[src/rtl/seq_detect_scheduler.sv]
// Round-robin frame scheduler for a serial Mealy 4-bit sequence detector.
// A granted 4-bit frame is realigned with a one-cycle detector reset, shifted
// out MSB first, and the detector's decision on the last bit becomes the
// result reported to the owning requester.
module seq_detect_scheduler #(
    parameter int unsigned GAP_CYCLES = 0
) (
    input  logic       clk,
    input  logic       rst,
    input  logic       req0,
    input  logic       req1,
    input  logic [3:0] frame0,
    input  logic [3:0] frame1,
    output logic       gnt0,
    output logic       gnt1,
    output logic       det_rst_n,
    output logic       det_in,
    input  logic       det_dec,
    output logic       done0,
    output logic       done1,
    output logic       match,
    output logic       busy,
    output logic [7:0] match_cnt
);

    typedef enum logic [2:0] {
        IDLE,
        SYNC,
        SHIFT,
        RESULT,
        GAP
    } state_t;

    // Loaded on entry to GAP; the GAP state ends once this counts down to zero.
    localparam logic [3:0] GAP_LOAD = 4'(GAP_CYCLES - 1);

    state_t     state_q, state_d;
    logic [3:0] frame_q, frame_d;
    logic       owner_q, owner_d;   // requester owning the frame in flight
    logic       last_q,  last_d;    // requester served most recently
    logic [1:0] idx_q,   idx_d;     // bit index being shifted, 3 down to 0
    logic [3:0] gap_q,   gap_d;
    logic       match_q, match_d;
    logic [7:0] cnt_q,   cnt_d;

    logic any_req;
    logic pick;
    logic arb_slot;

    // Round-robin pick: a sole requester wins, a tie goes to the one not served last.
    always_comb begin
        any_req = req0 | req1;
        pick    = (req0 && req1) ? ~last_q : req1;
    end

    // Next-state and datapath updates for the frame sequencer.
    always_comb begin
        // NOTE: every signal gets its hold value first so no path leaves it unassigned (no latch).
        state_d = state_q;
        frame_d = frame_q;
        owner_d = owner_q;
        last_d  = last_q;
        idx_d   = idx_q;
        gap_d   = gap_q;
        match_d = match_q;
        cnt_d   = cnt_q;

        // The final cycle of a frame's tail doubles as the arbitration slot,
        // so back-to-back frames repeat every 6 + GAP_CYCLES cycles.
        arb_slot = (state_q == IDLE)
                || (state_q == RESULT && GAP_CYCLES == 0)
                || (state_q == GAP && gap_q == 4'd0);

        case (state_q)
            IDLE: begin
                state_d = IDLE;
            end
            SYNC: begin
                state_d = SHIFT;
                idx_d   = 2'd3;
            end
            SHIFT: begin
                if (idx_q == 2'd0) begin
                    // Decision arrives with the last bit; the count is updated at
                    // the same edge so it is already current during RESULT.
                    state_d = RESULT;
                    match_d = det_dec;
                    if (det_dec && cnt_q != 8'hFF) begin
                        cnt_d = cnt_q + 8'd1;
                    end
                end else begin
                    idx_d = idx_q - 2'd1;
                end
            end
            RESULT: begin
                if (GAP_CYCLES != 0) begin
                    state_d = GAP;
                    gap_d   = GAP_LOAD;
                end else begin
                    state_d = IDLE;
                end
            end
            GAP: begin
                if (gap_q == 4'd0) begin
                    state_d = IDLE;
                end else begin
                    gap_d = gap_q - 4'd1;
                end
            end
            default: begin
                state_d = IDLE;
            end
        endcase

        // A winning request latches its frame so later input changes cannot disturb it.
        if (arb_slot && any_req) begin
            state_d = SYNC;
            owner_d = pick;
            last_d  = pick;
            frame_d = pick ? frame1 : frame0;
            idx_d   = 2'd3;
        end
    end

    // State register with asynchronous reset; the last-served pointer favours requester 0 after reset.
    always_ff @(posedge clk or posedge rst) begin
        if (rst) begin
            // NOTE: sequential state uses non-blocking assignments so all flops update together.
            state_q <= IDLE;
            frame_q <= 4'd0;
            owner_q <= 1'b0;
            last_q  <= 1'b1;
            idx_q   <= 2'd3;
            gap_q   <= 4'd0;
            match_q <= 1'b0;
            cnt_q   <= 8'd0;
        end else begin
            state_q <= state_d;
            frame_q <= frame_d;
            owner_q <= owner_d;
            last_q  <= last_d;
            idx_q   <= idx_d;
            gap_q   <= gap_d;
            match_q <= match_d;
            cnt_q   <= cnt_d;
        end
    end

    // Outputs decoded from registered state; the detector is also held in reset while rst is high.
    always_comb begin
        gnt0      = (state_q == SYNC)   && !owner_q;
        gnt1      = (state_q == SYNC)   &&  owner_q;
        done0     = (state_q == RESULT) && !owner_q;
        done1     = (state_q == RESULT) &&  owner_q;
        det_rst_n = !rst && (state_q != SYNC);
        det_in    = (state_q == SHIFT) ? frame_q[idx_q] : 1'b0;
        busy      = (state_q != IDLE);
        match     = match_q;
        match_cnt = cnt_q;
    end

endmodule

[config.mk]
export PLATFORM = sky130hd
export DESIGN_NAME = seq_detect_scheduler
export DESIGN_NICKNAME = d
export VERILOG_FILES = /design/src/rtl/seq_detect_scheduler.sv
export SDC_FILE = /design/constraint.sdc
export NUM_CORES = 1
export LEC_CHECK = 0
export CAP_MARGIN = 30
export CORE_MARGIN = 3
export CORE_UTILIZATION = 30
export DETAILED_ROUTE_END_ITERATION = 8
export SETUP_SLACK_MARGIN = 0.05
export SLEW_MARGIN = 40
export SYNTH_ARGS = -nofsm -noshare
export SYNTH_HDL_FRONTEND = slang
export SYNTH_SLANG_ARGS = --single-unit
export TNS_END_PERCENT = 20
[constraint.sdc]
create_clock -name clk -period 2.2 [get_ports clk]
set_input_delay 0.33 -clock clk [delete_from_list [all_inputs] [get_ports clk]]
set_output_delay 0.33 -clock clk [all_outputs]
set_load 0.02 [all_outputs]
==> results of run 1 <==
## worst min-delay path by stage
stage,depth (start not counted),endpoint,slack [ns],startpoint
6_report,2,match_cnt[5]$_DFFE_PP0P_,0.37,rst
5_1_grt,2,match_cnt[5]$_DFFE_PP0P_,0.42,rst
4_1_cts,2,match_cnt[5]$_DFFE_PP0P_,0.50,rst
3_5_place_dp,2,frame_q[2]$_DFFE_PP0P_,0.48,frame_q[2]$_DFFE_PP0P_
3_3_place_gp,2,frame_q[2]$_DFFE_PP0P_,0.46,frame_q[2]$_DFFE_PP0P_
2_1_floorplan,1,frame_q[0]$_DFFE_PP0P_,0.28,rst
## kinds of logic (layout without fill, tap and decap cells)
kind of cell,count (synthesis),in the layout,synth area share (%)
adder cells (fa/ha/maj),6,6,7.17
buffers and inverters,9,42,3.23
AO/OA/AOI/OAI,18,18,11.6
flip-flops,19,19,45.8
AND/OR/NAND/NOR,34,34,18.5
multiplexers,9,9,10.4
XOR/XNOR,4,4,3.35
## registers in the layout, indices dropped and copies added (netlist names)
| signal | count |
|---|---|
| match_cnt | 8 |
| frame_q | 4 |
| owner_q | 1 |
| idx_q | 2 |
| match | 1 |
| last_q | 1 |
| state_q | 2 |
## final cells by class
class | count | area share [%]
Sequential cell | 19 | 33.7
Tap cell | 44 | 3.87
Inverter | 8 | 2.11
Multi-Input combinational cell | 71 | 37.6
Clock inverter | 1 | 0.352
Clock buffer | 3 | 1.58
Timing Repair Buffer | 30 | 20.8
## power breakdown
| part | total (W) | internal [W] | switching (W) |
|---|---|---|---|
| combinational | 0.000621 | 0.000301 | 0.000319 |
| sequential | 0.000527 | 0.000458 | 0.0000695 |
| clock | 0.000181 | 0.0000677 | 0.000113 |
| total | 0.00133 | 0.000827 | 0.000502 |
## critical path, cell delays in order, from the launching register on
cell             delay, ns
dfrtp_1               0.44
ha_1                  0.25
nor2_1                0.11
clkdlybuf4s50_1       0.60
## layer usage
metal	global-route usage (%)	up-vias	share of wire, %
met5	0	-	0
met4	1.55	0	0.28
met3	4.33	2	5.6
met2	19.7	21	51
met1	13.4	386	43
li1	-	411	-
## what timing repair did
action	in CTS	in global routing
resized for setup	2	3
setup buffers	0	0
endpoints found under the setup margin	1	3
## per-stage QoR
step | area, um^2 | hold slack [ns] | worst slack (ns) | util [%] | power [W]
3_5_place_dp | 1390 | 0.477 | 0.151 | 43.9 | 0.00118
2_1_floorplan | 1050 | 0.279 | 0.642 | - | 0.000925
4_1_cts | 1420 | 0.501 | 0.0574 | 44.7 | 0.00136
5_1_grt | 1420 | 0.415 | 0.0664 | 44.7 | 0.00146
3_3_place_gp | 1390 | 0.464 | 0.153 | 43.9 | 0.00115
6_report | 1420 | 0.369 | 0.169 | 44.7 | 0.00133
## synthesized netlist by cell type, drive strengths merged, types with 2 or more instances
master and n:
dfrtp 16, xor2 3, ha 6, mux2i 6, inv 8, a21oi 2, nor2 3, nor2b 2
and2 4, mux2 2, a211oi 3, nand2 11, o21ai 6, nand3 6, dfstp 3
==> key figures, run 1 <==
Outcome
  • Status: complete, no violations

Clock network
  • Clock root cell: clkbuf_4
  • Clock buffer depth: 2
  • H-Tree Level Count: 1
  • CTS tree: done
  • Num CTS Buffers: 3
  • Reg clk slew, reported paths: 0.13 ns
  • TritonCTS Sinks: 19
  • Clock Latency Late Sink: 0.31 ns
  • Post-CTS Hold Buffers: 0

STA
  • Final Hold Viols: 0
  • Worst-Margin Slew: 0.702 ns
  • Final TNS setup: 0 ns
  • Max Fclk: 0.492 GHz
  • Final Max Tran Viols: 0
  • Worst Clk Skew: 0.0233 ns
  • Fin crit share: a little over 90%
  • Final setup vio count: 0
  • RSZ-0062 raised after global routing: no
  • Slew HR: 52.9%
  • Minimum clock period: 2.03 ns

Run
  • Max-Cap Viols: 0

Worst setup path
  • CP required: between 1.5 and 2 ns
  • Crit path from: state_q[0]$_DFFE_PP0P_
  • Crit Path Category: flop to output port
  • Crit start category: flop
  • R2R setup slack: 0.57 ns
  • Crit end category: output port
  • FF-to-FF End: match_cnt[6]$_DFFE_PP0P_
  • CP Max Fanout: 4
  • Crit path to: det_rst_n
  • CP Data Arrival Time: about 1.7 ns
  • R2R Path Start: state_q[0]$_DFFE_PP0P_
  • Cells on worst reg2reg path: 6

Drt
  • Post-DRT Antenna Nets: 0
  • Drt total wl: between 2000 and 2500 um
  • Residual DRC: 0
  • Vias per inst: 4.66
  • DR vias: 820
  • Detailed Routing Iterations Pass 1: 4
  • Drt wl/cell: 12.0 um
  • Drt first-iter violations: 50

Global routing
  • GRT overflow: 0
  • Largest net degree at the start of global routing: 20
  • First-pass GRT wire length: around 3800 um
  • Initial antenna violation count: 0
  • Overall Global Routing Usage: a little under an eighth
  • Vias in the first global route: 838

Floorplanning
  • Initial Utilization: approximately a third
  • Die Wd: 65.1 um
  • Die area: between 4000 and 5000 um^2
  • # rows: 20
  • Die Span Y: between 60 and 70 um
  • I/O pins: 29
  • Core outline area: approximately 3200 um^2

Yosys
  • Cell taking the most area after synthesis: dfrtp_1
  • Total number of yosys warnings: 0
  • Seq/Total Area, Yosys: 45.8%
  • Ys flop type: dfrtp_1
  • Mean Syn Cell Area: 10.6 um^2
  • FF+latch count, synth: 19
  • Syn Inst Count: about 100
  • Number of synthesized flops with an enable pin: 0
  • Dominant cells by area after synthesis: dfrtp_1 38%, dfstp_2 7.5%, ha_1 7.2%, mux2i_1 5.7%, nand2_1 3.9%
  • FFs w/ async S/R, synth: 100%
  • Netlist Area Pre-Place: 1050 um^2
  • Syn_nets: ~120
  • Netlist cell types: 35
  • Top cell type's share of synthesized area: 38.2%

Placed design
  • DP Wirelength: ~1700 um
  • Placed cell count: 172
  • Gpl congestion: approximately 0.80
  • # port buffers: 28

Power
  • VDD IR max: 585 uV
  • Static Leak: 0.674 nW
  • Pwr/cell area: 935 nW/um^2

Layout
  • Nets: 152
  • Area occupied by multi-input gates: 534 um^2
  • Fill cells: 329
  • Most frequent cells in the layout: 25 x clkdlybuf4s50_1, 16 x dfrtp_1, 11 x nand2_1
  • Reg area: 479 um^2
  • Area Growth Syn to Fin: 35.7%
  • Antenna cell count: 0
  • Share of layout cells above drive strength 1: 12.9%
  • Commonest non-fill, non-tap cell in the layout: clkdlybuf4s50_1
  • Fin cells: 176

Min path
  • Hold Path Class: primary input to asynchronous set/reset pin
Power figures use the tool's default switching activity.
==> run 2, diff against run 1 <==
CORE_MARGIN = 2   (was 3)
PLACE_DENSITY_LB_ADDON = 0.25   (was not set)
==> key figures, run 2 (synthesis results as in run 1) <==
Floorplanning
  • Die area: 3980 um^2
  • # rows: 21
  • Die Wd: about 63 um
  • Core outline area: around 3300 um^2
  • I/O pins: 29
  • Initial Utilization: 31.4%
  • Die Span Y: 63.1 um

Drt
  • Drt total wl: 2120 um
  • DR vias: 837
  • Drt first-iter violations: 34
  • Vias per inst: 4.70
  • Detailed Routing Iterations Pass 1: 3
  • Post-DRT Antenna Nets: 0
  • Residual DRC: 0
  • Drt wl/cell: between 10 and 15 um

Layout
  • Max FFs per register: 8
  • Share of layout cells above drive strength 1: 12.1%
  • Antenna cell count: 0
  • Commonest non-fill, non-tap cell in the layout: clkdlybuf4s50_1
  • Final Core Density: 42.5%
  • Most frequent cells in the layout: 27 x clkdlybuf4s50_1, 16 x dfrtp_1, 11 x nand2_1
  • Nets: around 150
  • Area Growth Syn to Fin: 35.4%

Clock network
  • Clock root cell: clkbuf_4
  • Resized Gates After CTS: 2
  • H-Tree Level Count: 1
  • CTS tree: done
  • Post-CTS setup buffer count: 0
  • Num CTS Buffers: 3
  • Reg clk slew, reported paths: about 0.11 ns
  • TritonCTS Sinks: 19
  • Post-CTS Hold Buffers: 0
  • Clock buffer depth: 2
  • Clock Latency Late Sink: 0.29 ns

Min path
  • Hold Path Class: primary input to asynchronous set/reset pin

STA
  • Slew HR: 53.2%
  • Final hold slack: 0.390 ns
  • Setup WS post-layout: around 0.10 ns
  • Max Fclk: 0.477 GHz
  • Final Max Tran Viols: 0
  • Fin crit share: 95.3%
  • Minimum clock period: 2.10 ns
  • RSZ-0062 raised after global routing: yes
  • Final setup vio count: 0
  • Final Hold Viols: 0
  • Worst Clk Skew: 0.00318 ns
  • Final TNS setup: 0 ns
  • Worst-Margin Slew: 0.698 ns

Worst setup path
  • CP Max Fanout: 4
  • Crit start category: flop
  • Crit Path Category: flop to output port
  • CP required: roughly 1.9 ns
  • R2R setup slack: 0.56 ns
  • CP Data Arrival Time: 1.77 ns
  • Crit end category: output port

Power
  • VDD IR max: 516 uV
  • Pwr/cell area: 935 nW/um^2
  • Static Leak: 0.640 nW

Global routing
  • Overall Global Routing Usage: 11.6%
  • First-pass GRT wire length: approximately 3700 um
  • GRT overflow: 0
  • Initial antenna violation count: 0
  • Vias in the first global route: 829
  • Largest net degree at the start of global routing: 20

Placed design
  • Setup Slack @ Placement: 0.160 ns
  • # port buffers: 28
  • DP Wirelength: 1700 um
  • Gpl congestion: ~0.79

Outcome
  • Status: complete, no violations

Run
  • Max-Cap Viols: 0
==> run 2: cell types whose count changed in the layout (fill, tap and decap cells not counted), sizes merged <==
cell,change
clkdlybuf4s50,+2
dlymetal6s2s,-2
clkbuf,+1
clkinv,-1
==> run 2: layout make-up <==
cell class                 instances  area, um^2
tap                               46        57.6
timing repair buffer              30         290
sequential                        19         479
clock buffer                       4        26.3
fill                             349        1920
multi-input combinational         71         534
inverter                           8        30.0
==> run 2: metal layers <==
layer,up-vias,global-route usage [%],wire [um]
li1,412,-,-
met1,401,12.8,891
met2,22,21.8,1100
met3,2,3.75,109
met4,0,1.67,11
met5,-,0,0
==> run 2: critical path: stages, from the launching register on <==
cell and delay, ns:
dfrtp_1 0.41, inv_1 0.10, ha_1 0.21, nor2b_1 0.14, clkdlybuf4s50_1 0.61
==> run 2: worst paths after layout <==
path,from,end,depth (start not counted)
max,state_q[1]$_DFFE_PP0P_,gnt0,4
min,rst,match_cnt[2]$_DFFE_PP0P_,2
max reg2reg,state_q[0]$_DFFE_PP0P_,match_cnt[6]$_DFFE_PP0P_,6
min reg2reg,frame_q[3]$_DFFE_PP0P_,frame_q[3]$_DFFE_PP0P_,2
max in group asynchronous,rst,idx_q[0]$_DFFE_PP1P_,2
min in group clk,frame_q[3]$_DFFE_PP0P_,frame_q[3]$_DFFE_PP0P_,2
==> run 2: report_power, final <==
part	switching [W]	leakage, nW	internal, W
registers	0.0000705	0.239	0.000458
clock network	0.000103	0.0150	0.0000705
logic	0.000318	0.386	0.000306
total	0.000492	0.640	0.000834
==> run 2: per-stage QoR <==
step                power (W)  cell area [um^2]  cells
CTS                   0.00136              1420    178
global route          0.00144              1420    178
global placement      0.00115              1400    174
detailed placement    0.00118              1400    174
floorplan            0.000925              1050     99
finish                0.00133              1420    178
==> run 3, diff against run 2 <==
CORE_UTILIZATION = 40   (was 30)
SKIP_LAST_GASP = 1   (was not set)
==> key figures, run 3 (synthesis results as in run 1) <==
STA
  • RSZ-0062 raised after global routing: yes
  • Slew HR: 54.5%
  • Final Max Tran Viols: 0
  • Worst Clk Skew: 0.00402 ns
  • Worst-Margin Slew: 0.679 ns
  • Fin crit share: 95.9%
  • Setup WS post-layout: 0.0896 ns
  • Final setup vio count: 0
  • Minimum clock period: 2.11 ns
  • Final Hold Viols: 0
  • Final TNS setup: 0 ns
  • Max Fclk: 0.474 GHz

Worst setup path
  • CP required: 1.87 ns
  • CP cell instances: mux4_2 > and2_1 > clkdlybuf4s15_2
  • Levels on crit path: 3
  • R2R Path Start: match_cnt[0]$_DFFE_PP0P_
  • Crit end category: output port
  • Cells on worst reg2reg path: 4
  • Crit start category: flop
  • Crit path max-delay cell type: dfstp_2
  • Crit path largest cell delay: between 0.5 and 0.6 ns
  • Crit path from: idx_q[0]$_DFFE_PP1P_
  • R2R setup slack: 0.53 ns
  • CP top delay family: flip-flops
  • FF-to-FF End: match_cnt[5]$_DFFE_PP0P_
  • CP Max Fanout: 3
  • CP bufs+invs: 1
  • Crit path to: det_in
  • CP Data Arrival Time: about 1.8 ns
  • Crit Path Category: flop to output port

Floorplanning
  • Die area: 3040 um^2
  • Core outline area: 2480 um^2
  • Initial Utilization: between 40% and 50%
  • # rows: 18
  • Die Wd: 55.2 um
  • Die Span Y: 55.2 um
  • I/O pins: 29

Outcome
  • Status: complete, no violations

Clock network
  • H-Tree Level Count: 1
  • TritonCTS Sinks: 19
  • Reg clk slew, reported paths: between 0.1 and 0.15 ns
  • CTS tree: done
  • Clock root cell: clkbuf_4
  • Clock buffer depth: 2
  • Resized Gates After CTS: 3
  • Num CTS Buffers: 3
  • Post-CTS setup buffer count: 0
  • Post-CTS Hold Buffers: 0
  • Clock Latency Late Sink: ~0.30 ns

Global routing
  • Vias in the first global route: 818
  • Largest net degree at the start of global routing: 20
  • GRT overflow: 0
  • Overall Global Routing Usage: 16.1%
  • First-pass GRT wire length: 3420 um
  • Initial antenna violation count: 0

Layout
  • Commonest non-fill, non-tap cell in the layout: clkdlybuf4s50_1
  • Max FFs per register: 8
  • Nets: approximately 150
  • Most frequent cells in the layout: 26 x clkdlybuf4s50_1, 16 x dfrtp_1, 11 x nand2_1
  • Area Growth Syn to Fin: 34.3%
  • Antenna cell count: 0
  • Share of layout cells above drive strength 1: between 10 and 15%

Drt
  • Post-DRT Antenna Nets: 0
  • Drt first-iter violations: 17
  • Met3 Wirelength: roughly 120 um
  • Residual DRC: 0
  • Vias per inst: ~5.3
  • Detailed Routing Iterations Pass 1: 4
  • DR vias: 855
  • Highest Signal Layer: met4
  • Drt total wl: around 2100 um
  • Metal-1 WL: 896 um
  • Met2 wire len: 1050 um
  • Drt wl/cell: 12.8 um

Run
  • Max-Cap Viols: 0

Placed design
  • Setup Slack @ Placement: 0.133 ns
  • DP Wirelength: 1600 um
  • Gpl congestion: 0.702
  • # port buffers: 28

Min path
  • Hold Path Class: primary input to asynchronous set/reset pin

Power
  • VDD IR max: 743 uV
  • Pwr/cell area: 951 nW/um^2
  • Static Leak: 0.654 nW
==> run 3: final cells by class <==
type | instances | area, um^2
Fill cell | 231 | 1070
Multi-Input combinational cell | 71 | 534
Sequential cell | 19 | 479
Timing Repair Buffer | 30 | 299
Tap cell | 30 | 37.5
Inverter | 8 | 30.0
Clock buffer | 4 | 26.3
==> run 3: worst reg2reg max path, stage by stage (launching register included) <==
cell and delay (ns):
dfrtp_1 0.44, ha_1 0.26, and3_1 0.21, a2111oi_0 0.50, mux2i_1 0.13
==> run 3: power by group <==
group	total, W	internal [W]	switching (W)
Sequential	0.000532	0.000458	0.0000744
Combinational	0.000626	0.000306	0.000319
Clock	0.000179	0.0000706	0.000109
==> run 3: through the flow <==
stage | hold WS (ns) | instance area, um^2 | util, % | std cells | power (W)
CTS | 0.497 | 1400 | 56.7 | 162 | 0.00135
floorplan | 0.279 | 1050 | - | 99 | 0.000925
global placement | 0.460 | 1380 | 55.6 | 158 | 0.00115
finish | 0.370 | 1410 | 56.8 | 162 | 0.00134
detailed placement | 0.470 | 1380 | 55.6 | 158 | 0.00117
global route | 0.448 | 1410 | 56.8 | 162 | 0.00145
==> run 3: routing by layer <==
metal / vias up / global-route usage (%)
met1: 408 / 18.1
met3: 4 / 2.96
met4: 0 / 6.10
met2: 29 / 29.8
met5: - / 0
li1: 414 / -
==> run 3: worst min-delay path by stage <==
stage / endpoint / slack (ns) / cells after the start
after global placement: frame_q[2]$_DFFE_PP0P_ / 0.46 / 2
after detailed placement: match$_DFFE_PP0P_ / 0.47 / 2
after CTS: frame_q[0]$_DFFE_PP0P_ / 0.50 / 2
after global routing: owner_q$_DFFE_PP0P_ / 0.45 / 2
final: frame_q[2]$_DFFE_PP0P_ / 0.37 / 2
after floorplan: frame_q[0]$_DFFE_PP0P_ / 0.28 / 1
